### src/rtl/serial_adder_ctrl_if.sv
// Handshake and operand/result bundle for the bit-serial adder controller.
// The requester drives start and the operands; the controller returns status and result.
interface serial_adder_ctrl_if #(
  parameter int WIDTH = 8
);
  logic             start;
  logic [WIDTH-1:0] a_in;
  logic [WIDTH-1:0] b_in;
  logic             cin_in;
  logic             busy;
  logic             done;
  logic [WIDTH-1:0] sum_out;
  logic             cout_out;

  modport master (
    output start, a_in, b_in, cin_in,
    input  busy, done, sum_out, cout_out
  );

  modport slave (
    input  start, a_in, b_in, cin_in,
    output busy, done, sum_out, cout_out
  );
endinterface

### src/rtl/serial_adder_ctrl.sv
// Bit-serial WIDTH-bit adder: feeds one full-adder cell an LSB-first bit pair per
// clock with the registered carry, collects the sum bits and pulses done when finished.
module full_adder (
  input  logic a,
  input  logic b,
  input  logic cin,
  output logic sum,
  output logic cout
);
  assign sum  = a ^ b ^ cin;
  assign cout = (a & b) | (cin & (a ^ b));
endmodule

module serial_adder_ctrl #(
  parameter int WIDTH = 8
) (
  input  logic                 clk,
  input  logic                 rst,
  serial_adder_ctrl_if.slave   bus
);
  localparam int CW = $clog2(WIDTH) + 1;
  localparam logic [CW-1:0] LAST_BIT = CW'(WIDTH - 1);

  typedef enum logic [1:0] {
    IDLE = 2'd0,
    RUN  = 2'd1,
    DONE = 2'd2
  } state_t;

  state_t           state_q, state_d;
  logic [WIDTH-1:0] a_sh_q, a_sh_d;
  logic [WIDTH-1:0] b_sh_q, b_sh_d;
  logic [WIDTH-1:0] sum_sh_q, sum_sh_d;
  logic             carry_q, carry_d;
  logic [CW-1:0]    cnt_q, cnt_d;
  logic [WIDTH-1:0] sum_out_q, sum_out_d;
  logic             cout_out_q, cout_out_d;

  logic             fa_sum;
  logic             fa_cout;
  logic [WIDTH:0]   sum_shift;

  full_adder u_fa (
    .a    (a_sh_q[0]),
    .b    (b_sh_q[0]),
    .cin  (carry_q),
    .sum  (fa_sum),
    .cout (fa_cout)
  );

  // Shifting through a WIDTH+1 vector keeps the update legal when WIDTH is 1.
  assign sum_shift = {fa_sum, sum_sh_q};

  always_comb begin
    state_d    = state_q;
    a_sh_d     = a_sh_q;
    b_sh_d     = b_sh_q;
    sum_sh_d   = sum_sh_q;
    carry_d    = carry_q;
    cnt_d      = cnt_q;
    sum_out_d  = sum_out_q;
    cout_out_d = cout_out_q;
    case (state_q)
      IDLE: begin
        if (bus.start) begin
          a_sh_d   = bus.a_in;
          b_sh_d   = bus.b_in;
          carry_d  = bus.cin_in;
          sum_sh_d = '0;
          cnt_d    = '0;
          state_d  = RUN;
        end
      end
      RUN: begin
        sum_sh_d = sum_shift[WIDTH:1];
        carry_d  = fa_cout;
        a_sh_d   = a_sh_q >> 1;
        b_sh_d   = b_sh_q >> 1;
        cnt_d    = cnt_q + 1'b1;
        if (cnt_q == LAST_BIT) begin
          sum_out_d  = sum_shift[WIDTH:1];
          cout_out_d = fa_cout;
          state_d    = DONE;
        end
      end
      DONE: begin
        state_d = IDLE;
      end
      default: begin
        state_d = IDLE;
      end
    endcase
  end

  always_ff @(posedge clk) begin
    if (rst) begin
      state_q    <= IDLE;
      a_sh_q     <= '0;
      b_sh_q     <= '0;
      sum_sh_q   <= '0;
      carry_q    <= 1'b0;
      cnt_q      <= '0;
      sum_out_q  <= '0;
      cout_out_q <= 1'b0;
    end else begin
      state_q    <= state_d;
      a_sh_q     <= a_sh_d;
      b_sh_q     <= b_sh_d;
      sum_sh_q   <= sum_sh_d;
      carry_q    <= carry_d;
      cnt_q      <= cnt_d;
      sum_out_q  <= sum_out_d;
      cout_out_q <= cout_out_d;
    end
  end

  assign bus.busy     = (state_q != IDLE);
  assign bus.done     = (state_q == DONE);
  assign bus.sum_out  = sum_out_q;
  assign bus.cout_out = cout_out_q;
endmodule
### src/flat_wrapper.sv
// flat-port wrapper written by rule: the top's interface ports become plain ports
module serial_adder_ctrl_flat 
#(
  parameter int WIDTH = 8
)
  (clk, rst, bus_start, bus_a_in, bus_b_in, bus_cin_in, bus_busy, bus_done, bus_sum_out, bus_cout_out);
  serial_adder_ctrl_if #(.WIDTH(WIDTH)) bus_i ();
  input  logic clk;
  input  logic rst;
  input wire logic [$bits(bus_i.start)-1:0] bus_start;
  input wire logic [$bits(bus_i.a_in)-1:0] bus_a_in;
  input wire logic [$bits(bus_i.b_in)-1:0] bus_b_in;
  input wire logic [$bits(bus_i.cin_in)-1:0] bus_cin_in;
  output wire logic [$bits(bus_i.busy)-1:0] bus_busy;
  output wire logic [$bits(bus_i.done)-1:0] bus_done;
  output wire logic [$bits(bus_i.sum_out)-1:0] bus_sum_out;
  output wire logic [$bits(bus_i.cout_out)-1:0] bus_cout_out;
  assign bus_i.start = bus_start;
  assign bus_i.a_in = bus_a_in;
  assign bus_i.b_in = bus_b_in;
  assign bus_i.cin_in = bus_cin_in;
  assign bus_busy = bus_i.busy;
  assign bus_done = bus_i.done;
  assign bus_sum_out = bus_i.sum_out;
  assign bus_cout_out = bus_i.cout_out;
  serial_adder_ctrl #(.WIDTH(WIDTH)) u_core (.clk(clk), .rst(rst), .bus(bus_i));
endmodule
### config.mk
export PLATFORM = sky130hd
export DESIGN_NAME = serial_adder_ctrl_flat
export DESIGN_NICKNAME = d
export VERILOG_FILES = /design/src/rtl/serial_adder_ctrl_if.sv /design/src/rtl/serial_adder_ctrl.sv /design/src/flat_wrapper.sv
export SDC_FILE = /design/constraint.sdc
export NUM_CORES = 1
export LEC_CHECK = 0
export CAP_MARGIN = 0
export CORE_MARGIN = 3
export CORE_UTILIZATION = 30
export DETAILED_ROUTE_END_ITERATION = 16
export GPL_TIMING_DRIVEN = 0
export PLACE_DENSITY = 0.62
export SLEW_MARGIN = 20
export SYNTH_ARGS = -nofsm -noshare
export SYNTH_HDL_FRONTEND = slang
export SYNTH_SLANG_ARGS = --single-unit
### constraint.sdc
create_clock -name clk -period 1.54 [get_ports clk]
set_input_delay 0.308 -clock clk [delete_from_list [all_inputs] [get_ports clk]]
set_output_delay 0.308 -clock clk [all_outputs]
set_load 0.02 [all_outputs]
# Word-level counts from Yosys, hierarchy flattened
# Index checks and enable logic that the tools add are counted.
[op_classes] add_sub_neg=1 n_mul=0 n_div=0 order_cmp=0 eq_ne=5 shift=0 muxes=13 bitwise_logic=5 reduce_logical=6
[op_table] op="$pmux W8 S2" count=3
[op_table] op="$mux W8" count=3
[op_table] op="$pmux W4 S2" count=1
[op_table] op="$reduce_and A2 Y1" count=3
[op_table] op="$add A4 B1 Y4 const B" count=1
[op_table] op="$eq A4 B3 Y1 const B" count=1
[op_table] op="$mux W2" count=2
[op_table] op="$mux W4" count=1
[op_table] op="$pmux W2 S2" count=1
[op_table] op="$reduce_bool A2 Y1" count=2
[op_table] op="$and A1 B1 Y1" count=2
[op_table] op="$eq A2 B1 Y1 const B" count=1
[op_table] op="$eq A2 B2 Y1 const B" count=1
[op_table] op="$logic_not A2 Y1" count=1
[op_table] op="$ne A2 B1 Y1 const B" count=1
[op_table] op="$ne A2 B2 Y1 const B" count=1
[op_table] op="$pmux W1 S2" count=1
[op_table] op="$xor A1 B1 Y1" count=2
[op_table] op="$mux W1" count=1
[op_table] op="$or A1 B1 Y1" count=1
[word_totals] reg_bits=40 latch_bits=0 ram_bits=0 mem_bits_ro=0 in_bits=20 out_inout_bits=11 elab_cells=38 mem_count=0

# Logic depth before layout (Yosys ltp)
[depth] ltp_word=4 depth_mapped=6 depth_no_buf=4

# By module
# From an unflattened synthesis, not the netlist that was laid out.
[hier_totals] hier_cells=172 area_unflattened_um2=1747.9
[by_module_without_submodules] mod="serial_adder_ctrl" instances=1 cells_each=171 area_per_inst_um2=1727.9 seq_area_each_um2=780.7
[by_module_without_submodules] mod="full_adder" instances=1 cells_each=1 area_per_inst_um2=20.0 seq_area_each_um2=0.0

# Worst setup path after synthesis
# Ideal clock, no wire load.
[synth_timing] path_kind="register to output" startpoint="register u_core.state_q[1]" endpoint="output port bus_done" arrival_time_ps=1038 required_time_ps=1232 setup_slack_ps=194 path_stages_with_launch=4 path_buffers=2 path_cell_list="dfxtp_1 buf_6 clkbuf_1 nor2b_1"
[synth_via] elab_chain_cells=1
[synth_lines] element="start: declaration" line="serial_adder_ctrl.sv:30" rtl="state_t state_q, state_d;"
[synth_lines] element="start signal: assignment" line="serial_adder_ctrl.sv:106" rtl="state_q <= state_d;"
[synth_lines] element="$eq A2 B2 Y1" line="serial_adder_ctrl.sv:118" rtl="assign bus.done = (state_q == DONE);"
[synth_lines] element="end: declaration" line="flat_wrapper.sv:15" rtl="output wire logic [$bits(bus_i.done)-1:0] bus_done;"
# Every way passes these cells.

# Worst setup path in the final report
[layout_timing] startpoint="register u_core.state_q[0]" endpoint="output port bus_busy"
[layout_via] elab_chain_cells=1
[layout_lines] element="$reduce_bool A2 Y1" line="serial_adder_ctrl.sv:117" rtl="assign bus.busy = (state_q != IDLE);"
[layout_lines] element="end: declaration" line="flat_wrapper.sv:14" rtl="output wire logic [$bits(bus_i.busy)-1:0] bus_busy;"
# Every way passes these cells.

==> impl_metrics.tcl <==
set metrics [dict create \
    status "complete, no violations" \
    holdBufCountCts 0 \
    finalClockSkew_ns 0.003765 \
    cts_root_buf "clkbuf_8" \
    max_freq_ghz 0.6766 \
    clock_sink_count 39 \
    grt_pass1_vias 1309 \
    synth_cells 192 \
    whs_ns 0.4694 \
    rows 27 \
    die_w_microns 82.58 \
    gp_congestion 0.7374 \
    areaGrowthSynthToFinish_pct 28.09 \
    ys_ff_latch 39 \
    internal_power_mw 1.485 \
    numCtsBuffers 5 \
    grt_setup_unrepaired "false" \
    grt_max_degree 18 \
    p_seq_frac 0.553 \
    design_area_sq_um 2253 \
    dp_hpwl_microns 2658 \
    initial_utilization 0.3156 \
    avgViaCountPerCell 4.753 \
    drv_slew 0 \
    start_kind "register" \
    first_pass_iters 4 \
    first_iter_violations 54 \
    io_pins 31 \
    synth_area_per_cell_sq_um 9.162 \
    p_leak_nw 0.9490 \
    die_h_microns 82.58 \
    vias 1426 \
    grt-ovfl-total 0 \
    fin_util 0.4043 \
    clockPowerShare 0.317 \
    cp_cell_sequence "buf_8, or2_4, buf_6" \
    io_buffers 30 \
    setup_viol 0 \
    drc 0 \
    finalCritPeriodShare 0.9597 \
    antenna_found_initial 0 \
    drive_above_1_share 0.1316 \
    setup_tns_ns 0 \
    hold_viol 0 \
    finalNetCount 251 \
    clk_pin_slew_ns 0.07 \
    ir_drop_mv 0.3711 \
    cp-startpoint "u_core.state_q[0]" \
    htree_levels 2 \
    synth.distinct_cells 29 \
    core_sq_um 5574 \
    ff2ff_setup_slack_ns 0.11 \
    mostFrequentLayoutCell "dfxtp_1" \
    cp_max_fo 10 \
    die_area_sq_um 6819 \
    wl_microns 3790 \
    wl_per_cell_microns 12.63 \
    clockBufferDepth 2 \
    worstMarginPinSlew_ns 0.5107 \
    clk_latency_ns 0.28 \
    worstHoldStart "u_core.bus.sum_out[2]" \
    end_kind "output port" \
    reg2reg_from "u_core.state_q[1]" \
    drv_cap 0 \
    relSlewSlack 0.6583 \
    worstHoldPathType "reg -> reg" \
    power_switching_share 0.2350 \
    power_density_nw_per_um2 861.6 \
    seq_area_frac_synth 0.4438 \
    slowest_stage "dfxtp_4" \
    fillers 570 \
    critPathMaxStageDelay_ns 0.37 \
    path_class "reg -> out" \
    placed_area_sq_um 2150 \
    synth-warning-count 0 \
    required_ns 1.23 \
    grt_pass1_wl_microns 6154 \
    switchingPower_mw 0.4563 \
    combPwrFrac 0.129 \
    synthesis.area_sq_um 1759 \
    synth_nets 214 \
    layout_common_cells "dfxtp_1 (38), nand2_1 (23), a22o_1 (21), clkdlybuf4s50_1 (19), nand2b_1 (18)" \
    cts_tree "yes" \
    diodes 0 \
    period_minus_slack_ns 1.478 \
    crit_arrival_ns 1.17 \
    detail-route-antenna-nets 0 \
    grt.total_usage 0.1220 \
]
-- area by class of cell --
class                           count  area [sq um]  area share
Multi-Input combinational cell    133         867.1      0.3848
Sequential cell                    39         784.5      0.3481
Timing Repair Buffer               32         319.1      0.1416
Buffer                             14         105.1     0.04664
Tap cell                           72         90.09     0.03998
Clock buffer                        6         72.57     0.03220
Inverter                            4         15.01    0.006663
-- kinds of logic after synthesis --
family | count (synthesis) | share of synthesized area
adders and majority gates | 2 | 0.01849
AOI/OAI and AO/OA | 52 | 0.2176
buffers and inverters | 20 | 0.06472
and+or+nand+nor | 70 | 0.2041
DFF | 39 | 0.4438
muxes | 9 | 0.05121
-- power groups by stage --
stage | logic (mW) | registers, mW | clock network, mW
floorplan | 0.153 | 1.09 | 0
global placement | 0.242 | 1.09 | 0
detailed placement | 0.245 | 1.09 | 0
CTS | 0.241 | 1.08 | 0.643
global route | 0.281 | 1.08 | 0.682
finish | 0.251 | 1.07 | 0.616
-- critical path: cells and delay by family, from the launching register on --
family                 cells  cell delay (ns)
buffers and inverters      2             0.27
DFF                        1             0.37
and+or+nand+nor            1             0.24
-- through the flow --
stage,instances,setup slack (ns),power (mW)
4_1_cts,298,-0.06653,1.959
5_1_grt,300,0.006427,2.041
2_1_floorplan,192,0.1942,1.239
3_5_place_dp,294,-0.4141,1.338
3_3_place_gp,294,-0.4235,1.334
6_report,300,0.06204,1.942
-- repair_timing --
action / in CTS / in global routing
buffers inserted: 0 / 2
gates resized for setup: 19 / 11
pin swaps: 0 / 0
endpoints found under the setup margin: 13 / 10
-- flip-flops by register name (all words and copies together) (netlist names) --
register / count
u_core.a_sh_q: 8
u_core.cnt_q: 4
u_core.bus.sum_out: 8
u_core.sum_sh_q: 7
u_core.b_sh_q: 8
u_core.carry_q: 1
u_core.state_q: 2
u_core.bus.cout_out: 1
-- worst paths after layout --
| check | to | cells after the start |
|---|---|---|
| worst min-delay path | u_core.bus.sum_out[2] | 2 |
| worst min register to register | u_core.bus.sum_out[2] | 2 |
| worst max register to register | u_core.sum_sh_q[2] | 5 |
| worst max-delay path | bus_busy | 3 |
-- cell usage after synthesis --
master | instances | area share
buf_4 | 1 | 0.0043
or3b_1 | 1 | 0.0050
o22ai_1 | 2 | 0.0071
o21ai_0 | 10 | 0.028
nand3b_1 | 1 | 0.0043
a31oi_1 | 2 | 0.0071
ha_1 | 1 | 0.0071
clkbuf_1 | 7 | 0.015
nand3_1 | 2 | 0.0057
nand2b_4 | 1 | 0.0078
buf_6 | 4 | 0.026
inv_1 | 4 | 0.0085
o221a_2 | 4 | 0.026
o21bai_4 | 1 | 0.011
nor3_1 | 1 | 0.0028
a21oi_1 | 12 | 0.034
nand2_1 | 23 | 0.049
mux2i_1 | 9 | 0.051
nor2b_1 | 6 | 0.021
or2_2 | 2 | 0.0071
a22o_1 | 21 | 0.10
nand2b_1 | 18 | 0.064
nor3b_1 | 1 | 0.0043
buf_2 | 4 | 0.011
dfxtp_1 | 39 | 0.44
fa_1 | 1 | 0.011
or3_1 | 1 | 0.0036
nor4_1 | 1 | 0.0036
nor2_1 | 12 | 0.026
-- metal layers --
layer	up-vias	routed length (microns)	track usage
met3	6	166	0.04230
met4	0	66	0.05556
li1	738	-	-
met2	20	1706	0.1867
met1	662	1850	0.1538
met5	-	0	0
(Power assumes the default switching activity.)
